File: src/rtl/mem_arbiter.sv
// Single-CPU memory arbiter: serves icache reads and dcache reads/writes on one RAM port.
// Optional instruction-starvation guard enabled by defining MEM_ARB_FAIR_EN.

package cpu_types_pkg;
    typedef enum logic [1:0] {
        FREE   = 2'd0,
        BUSY   = 2'd1,
        ACCESS = 2'd2,
        ERROR  = 2'd3
    } ramstate_t;
endpackage

module mem_arbiter #(
    parameter int unsigned STARVE_MAX = 4
) (
    input  logic        CLK,
    input  logic        nRST,
    input  logic        iREN,
    input  logic [31:0] iaddr,
    output logic [31:0] iload,
    output logic        iwait,
    input  logic        dREN,
    input  logic        dWEN,
    input  logic [31:0] daddr,
    input  logic [31:0] dstore,
    output logic [31:0] dload,
    output logic        dwait,
    output logic        ramREN,
    output logic        ramWEN,
    output logic [31:0] ramaddr,
    output logic [31:0] ramstore,
    input  logic [31:0] ramload,
    input  logic [1:0]  ramstate
);
    import cpu_types_pkg::*;

    typedef enum logic [1:0] {
        IDLE   = 2'd0,
        IGRANT = 2'd1,
        DGRANT = 2'd2
    } state_t;

    state_t      r_state;
    logic [31:0] r_addr;
    logic [31:0] r_store;
    logic        r_wen;

    ramstate_t   w_rs;
    logic        w_dreq;
    logic        w_force_i;
    logic        w_go_d;
    logic        w_go_i;
    logic        w_imatch;
    logic        w_dmatch;
    logic        w_ilive;
    logic        w_dlive;
    logic        w_idone;
    logic        w_ddone;
    logic        w_iend;
    logic        w_dend;

    assign w_rs   = ramstate_t'(ramstate);
    assign w_dreq = dREN | dWEN;

`ifdef MEM_ARB_FAIR_EN
    logic [2:0] r_starve;

    assign w_force_i = iREN && (32'(r_starve) >= 32'(STARVE_MAX));

    // Counts data grants taken over a waiting icache; saturates at 7.
    always_ff @(posedge CLK or negedge nRST) begin
        if (!nRST) begin
            r_starve <= 3'd0;
        end else if (w_go_d && iREN && (r_starve != 3'd7)) begin
            r_starve <= r_starve + 3'd1;
        end else if (w_go_i) begin
            r_starve <= 3'd0;
        end
    end
`else
    assign w_force_i = 1'b0 && (STARVE_MAX != 0);
`endif

    assign w_go_d = (r_state == IDLE) && w_dreq && !w_force_i;
    assign w_go_i = (r_state == IDLE) && iREN && !w_go_d;

    // A grant stays live only while the requester still presents the latched request.
    assign w_imatch = iREN && (iaddr == r_addr);
    assign w_dmatch = r_wen ? (dWEN && (daddr == r_addr) && (dstore == r_store))
                            : (dREN && (daddr == r_addr));

    assign w_ilive = (r_state == IGRANT) && w_imatch;
    assign w_dlive = (r_state == DGRANT) && w_dmatch;
    assign w_idone = w_ilive && (w_rs == ACCESS);
    assign w_ddone = w_dlive && (w_rs == ACCESS);
    assign w_iend  = !w_imatch || (w_rs == ACCESS) || (w_rs == ERROR);
    assign w_dend  = !w_dmatch || (w_rs == ACCESS) || (w_rs == ERROR);

    assign ramREN   = w_ilive || (w_dlive && !r_wen);
    assign ramWEN   = w_dlive && r_wen;
    assign ramaddr  = r_addr;
    assign ramstore = r_store;

    assign iwait = !w_idone;
    assign dwait = !w_ddone;
    assign iload = w_idone ? ramload : 32'd0;
    assign dload = w_ddone ? ramload : 32'd0;

    // Grant state and request latches.
    always_ff @(posedge CLK or negedge nRST) begin
        if (!nRST) begin
            r_state <= IDLE;
            r_addr  <= 32'd0;
            r_store <= 32'd0;
            r_wen   <= 1'b0;
        end else begin
            case (r_state)
                IDLE: begin
                    if (w_go_d) begin
                        r_state <= DGRANT;
                        r_addr  <= daddr;
                        r_store <= dstore;
                        r_wen   <= dWEN;
                    end else if (w_go_i) begin
                        r_state <= IGRANT;
                        r_addr  <= iaddr;
                    end
                end
                IGRANT: begin
                    if (w_iend) begin
                        r_state <= IDLE;
                    end
                end
                DGRANT: begin
                    if (w_dend) begin
                        r_state <= IDLE;
                    end
                end
                default: r_state <= IDLE;
            endcase
        end
    end

endmodule

File: config.mk
export PLATFORM = sky130hd
export DESIGN_NAME = mem_arbiter
export DESIGN_NICKNAME = d
export VERILOG_FILES = /design/src/rtl/mem_arbiter.sv
export SDC_FILE = /design/constraint.sdc
export NUM_CORES = 1
export LEC_CHECK = 0
export CORE_AREA = 3 3 82 143
export DETAILED_ROUTE_END_ITERATION = 7
export DIE_AREA = 0 0 85 146
export MAX_ROUTING_LAYER = met4
export PLACE_DENSITY = 0.88
export SYNTH_ARGS = -nofsm -noshare
export SYNTH_HDL_FRONTEND = slang
export SYNTH_SLANG_ARGS = --single-unit
File: constraint.sdc
create_clock -name CLK -period 3.8 [get_ports CLK]
set_input_delay 0.38 -clock CLK [delete_from_list [all_inputs] [get_ports CLK]]
set_output_delay 0.38 -clock CLK [all_outputs]
set_load 0.02 [all_outputs]
==> impl_results.md, run 1 <==
- Async S/R FF share, synth: 1.00
- CTS tree: built
- R2R setup slack: 1700 ps
- Max cap viols: 0
- Tcrit/Tclk final: 0.956
- Crit path DAT: 3250 ps
- DR iter-0 viols: 104
- Most used cell along the critical path: clkdlybuf4s50_1
- Routed wire length per instance: 18.0 µm
- Finish-stage setup viols: 0
- Synthesized area: 0.00435 mm²
- P&R area growth vs syn: 72.3%
- H-tree levels: 3
- Vias in the first global route: 4382
- Max VDD drop: 0.000322 V
- Startpoint Class: primary input
- Worst skew pair latency: 320 ps
- Total power: 3290 µW
- Final Util: 0.701
- Pin count of the biggest net entering global routing: 65
- Max-slew violations: 0
- Post-CTS Setup Bufs: 0
- Clock slew at reported path FFs: 50 ps
- Die ar.: 0.0124 mm²
- Synthesized flop and latch total: 67
- Worst R2R End: r_state[0]
- Leak pwr: 0.00302 µW
- GRT overflow: 0
- Slew headroom: 0.426
- Share of cells above drive strength 1: 0.0923
- Core area: 0.0107 mm²
- Final nets: 836
- Post-synthesis sequential area ratio: 0.385
- Cell taking the most area after synthesis: dfrtp_1
- ANT nets after route: 0
- RSZ-0062 raised after global routing: no
- Status: finished, final reports clean
- CTS root buf: clkbuf_16
- CTS Buffer Depth: 2
- Worst-path cell chain: clkdlybuf4s50_1 -> xor2_1 -> nor4_1 -> nand4_1 -> o41ai_4 -> and4b_4 -> and2_1 -> clkdlybuf4s50_1
- Post-route insts no fill: 834
- Initial antenna violation count: 0
- Setup TNS: 0 ps
- Sink Count: 67
- Port bufs: 266
- Rows: 50
- Post-synth EDFFs: 0
- Placer Congestion: 0.910
- First-pass GRT wire length: 23000 µm
- Min Tclk post-route: 3630 ps
- Critical path required time: 3420 ps
- Hold Crit Class: in2async
- Vias per cell: 5.00
- Worst R2R Start: ramstore[19]
- Worst clock skew: 3.77 ps
- Placement Cell Area: 0.00717 mm²
- CTS Buf Count: 9
- Initial Utilization: 0.407
- Via Count: 4168
- Synth area leaders: dfrtp_1, xor2_1, and2_1
- Slowest stage cell, crit path: clkdlybuf4s50_1
- Design area: 0.00750 mm²
- Placed Cells: 819
- Final hold vios: 0
- Gr usage total: 0.241
- Distinct cells, synth: 33
- Kind of end point of the critical path: primary output
- Post-Route WL: 15000 µm
- Crit Path Max Fanout: 17
- Syn. warnings: 0
- Pwr dens: 438 mW/mm²
- DRC: 0
- Drt pass-1 iters: 4
- Kind of critical path: in2out
- Die Height: 146 µm
- HPWL after detailed placement: 12100 µm
- Avg Cell Area, Syn: 10.1 µm²
- Max stage delay on crit path: 610 ps
- Maximum clock frequency: 275 MHz
- Die width: 85 µm
- Fillers: 806
- Syn_nets: 568
- Post-synth top flop: dfrtp_1
- Yosys top cell area share: 0.385
- Worst Reg-to-Reg Cells: 6
- Number of top-level pins: 267
- Slew at the pin closest to its max-slew limit: 860 ps
- Gate Count Post-Synth: 433
- N_diodes: 0
## cell families after synthesis
group	after synthesis	share of synthesized area
AOI/OAI and AO/OA	40	0.0509
muxes	64	0.156
DFF	67	0.385
buffers and inverters	22	0.0253
and+or+nand+nor	144	0.189
xor gates and xnor gates	96	0.193
## state kept, by name, summed over array words and instances, names as in the netlist
signal / cells
r_wen: 1
ramstore: 32
r_state: 2
ramaddr: 32
## worst max-delay path: cells and delay by family
kind                      cells  cell delay, ps
AOI/OAI and AO/OA             1             370
buffers and inverters         2            1070
and+or+nand+nor               4            1260
xor gates and xnor gates      1             160
## worst max-delay path by stage
stage	startpoint	to	slack [ps]	cells past startpoint
6_report	dstore[19]	dload[28]	170	8
5_1_grt	dstore[19]	dload[6]	30	8
4_1_cts	dstore[19]	dload[30]	3	8
3_5_place_dp	daddr[16]	dload[30]	-60	9
3_3_place_gp	daddr[16]	dload[30]	10	9
2_1_floorplan	ramstore[24]	dload[22]	1360	7
## layout by cell type, fill, tap and decap left out, types with 2 or more instances in the layout
cell and count:
clkdlybuf4s50_1 265, dfrtp_1 67, and2_1 64, xor2_1 60, xnor2_1 36, nand2_1 36, mux2_2 32, mux2i_1 32
o21ai_0 32, nor4_1 14, nand4_1 10, clkbuf_16 9, buf_4 8, nand3_1 3, nor2_1 3, nor4_2 2
and4b_4 2, nor3_1 2, inv_1 2, or4_1 2, o21ai_1 2, nand2b_1 2, clkinv_2 2
## report_power, final
part           internal, µW  switching [µW]  total (µW)
Clock                   516             279         795
Sequential              891             213        1100
Combinational           733             653        1390
## stage by stage
step                      hold slack [ps]  setup WS (ps)
final                                 169            166
after global routing                  243           25.5
after CTS                             193           3.15
after detailed placement              545          -57.1
after global placement                534           13.1
after floorplan                      84.4           1360
## cell usage after synthesis, drive strengths merged (2+ instances only)
cell type	number
nand2b	2
o21ai	34
nor3	3
nand3	3
dfrtp	67
clkbuf	11
xor2	60
or4	2
nand2	36
mux2	32
nand4	10
nor4	17
mux2i	32
buf	8
xnor2	36
and2	64
inv	3
nor2	3
## final cells by class
class | count | area, µm² | share of cell area
clock inverter | 3 | 40.0 | 0.00534
tap | 130 | 163 | 0.0217
inverter | 3 | 11.3 | 0.00150
multi-input combinational | 345 | 2630 | 0.351
clock buffer | 11 | 243 | 0.0324
sequential | 67 | 1680 | 0.223
timing repair buffer | 275 | 2740 | 0.365
## per-layer routing
| metal | up-vias | share of wire | global-route usage |
|---|---|---|---|
| met5 | - | 0 | - |
| met4 | 0 | 0.031 | 0.0895 |
| met3 | 33 | 0.053 | 0.0397 |
| met2 | 171 | 0.54 | 0.424 |
| met1 | 1950 | 0.38 | 0.269 |
| li1 | 2014 | - | - |
## timing repair
item,in CTS,in global routing
pin swaps,0,3
gates resized for setup,1,4
gates cloned,0,1
endpoints found under the setup margin,32,32
hold buffers,0,0
No activity file was read; power rests on OpenSTA's default activity.
==> run 2: changes to the inputs <==
CORE_AREA = 2 2 81 142   (was 3 3 82 143)
DIE_AREA = 0 0 83 144   (was 0 0 85 146)
==> impl_results.md, run 2 (same netlist as run 1, synthesis figures left out) <==
- Status: finished, final reports clean
- Drt pass-1 iters: 4
- RSZ-0062 raised after global routing: no
- Sink Count: 67
- CTS Buffer Depth: 2
- Share of cells above drive strength 1: 0.0990
- Gr usage total: 0.245
- GRT overflow: 0
- Initial antenna violation count: 0
- Post-route insts no fill: 839
- Crit path DAT: 3260 ps
- Pin count of the biggest net entering global routing: 68
- Hold_buf cts: 0
- Slowest stage cell, crit path: clkdlybuf4s50_1
- Placer Congestion: 0.810
- Slew at the pin closest to its max-slew limit: 859 ps
- Max cap viols: 0
- Post-Route WL: 15200 µm
- Die ar.: 0.0120 mm²
- Critical path required time: 3420 ps
- Commonest non-fill, non-tap cell in the layout: clkdlybuf4s50_1
- Final hold vios: 0
- Max stage delay on crit path: 610 ps
- DRC: 0
- Kind of critical path: in2out
- Final nets: 837
- HPWL after detailed placement: 11700 µm
- H-tree levels: 3
- Via Count: 4272
- Vias in the first global route: 4480
- DR iter-0 viols: 131
- Max-slew violations: 0
- Worst-path cell chain: clkdlybuf4s50_1 -> xor2_1 -> nor4_2 -> buf_4 -> nand4_1 -> nor4_4 -> and4b_2 -> and2_1 -> clkdlybuf4s50_1
- Vias per cell: 5.09
- Initial Utilization: 0.399
- Worst clock skew: 5.13 ps
- CTS tree: built
- N_diodes: 0
- Number of top-level pins: 267
- Max VDD drop: 0.000349 V
- CTS root buf: clkbuf_16
- Placed Cells: 819
- Slew headroom: 0.427
- Core area: 0.0109 mm²
- Final Util: 0.694
- ANT nets after route: 0
- Clock slew at reported path FFs: 60 ps
- Leak pwr: 0.00304 µW
- P&R area growth vs syn: 74.0%
- Worst skew pair latency: 330 ps
- Maximum clock frequency: 274 MHz
- CTS Buf Count: 9
- Hold Crit Class: in2async
- Pwr dens: 450 mW/mm²
- Die Height: 144 µm
- Port bufs: 266
- Kind of end point of the critical path: primary output
- Routed wire length per instance: 18.1 µm
- Setup TNS: 0 ps
- Most used cell along the critical path: clkdlybuf4s50_1
- Die width: 83 µm
- Finish-stage setup viols: 0
- Crit Path Max Fanout: 8
- Startpoint Class: primary input
- Tcrit/Tclk final: 0.959
- Min Tclk post-route: 3640 ps
- Rows: 51
- Most frequent cells in the layout: clkdlybuf4s50_1, dfrtp_1, and2_1
- First-pass GRT wire length: 22600 µm
run 2: changes by cell type in the layout (fill, tap and decap cells not counted):
| cell | previous run | this run |
|---|---|---|
| clkinvlp_4 | 0 | 2 |
| nor4_2 | 2 | 3 |
| and4b_2 | 0 | 2 |
| buf_2 | 1 | 0 |
| clkinv_4 | 0 | 1 |
| clkinv_2 | 2 | 1 |
| bufinv_16 | 1 | 2 |
| clkbuf_1 | 1 | 0 |
| nor4_1 | 14 | 13 |
run 2: critical path, delay by kind of cell:
kind                      cells  cell delay [ps]
and+or+nand+nor               5             1440
buffers and inverters         3             1240
xor gates and xnor gates      1              200
run 2: final cells by class:
class | instances | area, µm²
fillers | 819 | 3340
repair buffers | 274 | 2730
multi-input cells | 347 | 2660
flip-flops and latches | 67 | 1680
clock buffers | 10 | 239
well taps | 132 | 165
clock inverters | 6 | 88.8
inverters | 3 | 11.3
run 2: layer usage:
layer,routed length [µm],vias to the layer above,share of wire,global-route usage
li1,-,2031,-,-
met1,5870,2043,0.39,0.270
met2,8270,171,0.55,0.445
met3,662,27,0.044,0.0388
met4,350,0,0.023,0.0932
met5,0,-,0,-
run 2: per-stage QoR:
| step | total power [µW] | setup slack (ps) | hold slack, ps | area (µm²) |
|---|---|---|---|---|
| 3_5_place_dp | 2500 | -80.0 | 543 | 7160 |
| 6_report | 3410 | 157 | 149 | 7570 |
| 5_1_grt | 3590 | 38.2 | 235 | 7570 |
| 2_1_floorplan | 1800 | 1360 | 84.4 | 4350 |
| 4_1_cts | 3430 | 30.2 | 190 | 7500 |
| 3_3_place_gp | 2460 | 22.9 | 531 | 7160 |
run 2: final timing paths:
check / slack [ps] / to / start / cells past startpoint
min reg2reg: 550 / ramstore[14] / ramstore[14] / 1
max in group asynchronous: 3080 / ramaddr[23] / nRST / 1
max reg2reg: 1700 / r_state[1] / ramaddr[16] / 7
min in group CLK: 550 / ramstore[14] / ramstore[14] / 1
min: 150 / ramstore[16] / nRST / 1
max: 160 / dload[22] / daddr[7] / 9
run 2: timing repair:
item	CTS	global route
cloned	0	3
pin swaps	1	5
endpoints found under the setup margin	32	30
buffers inserted	0	1
resized for setup	2	4
run 2: where the power goes:
part           switching (µW)  total, µW  internal, µW
combinational             661       1400           736
sequential                216       1110           891
clock                     312        903           592
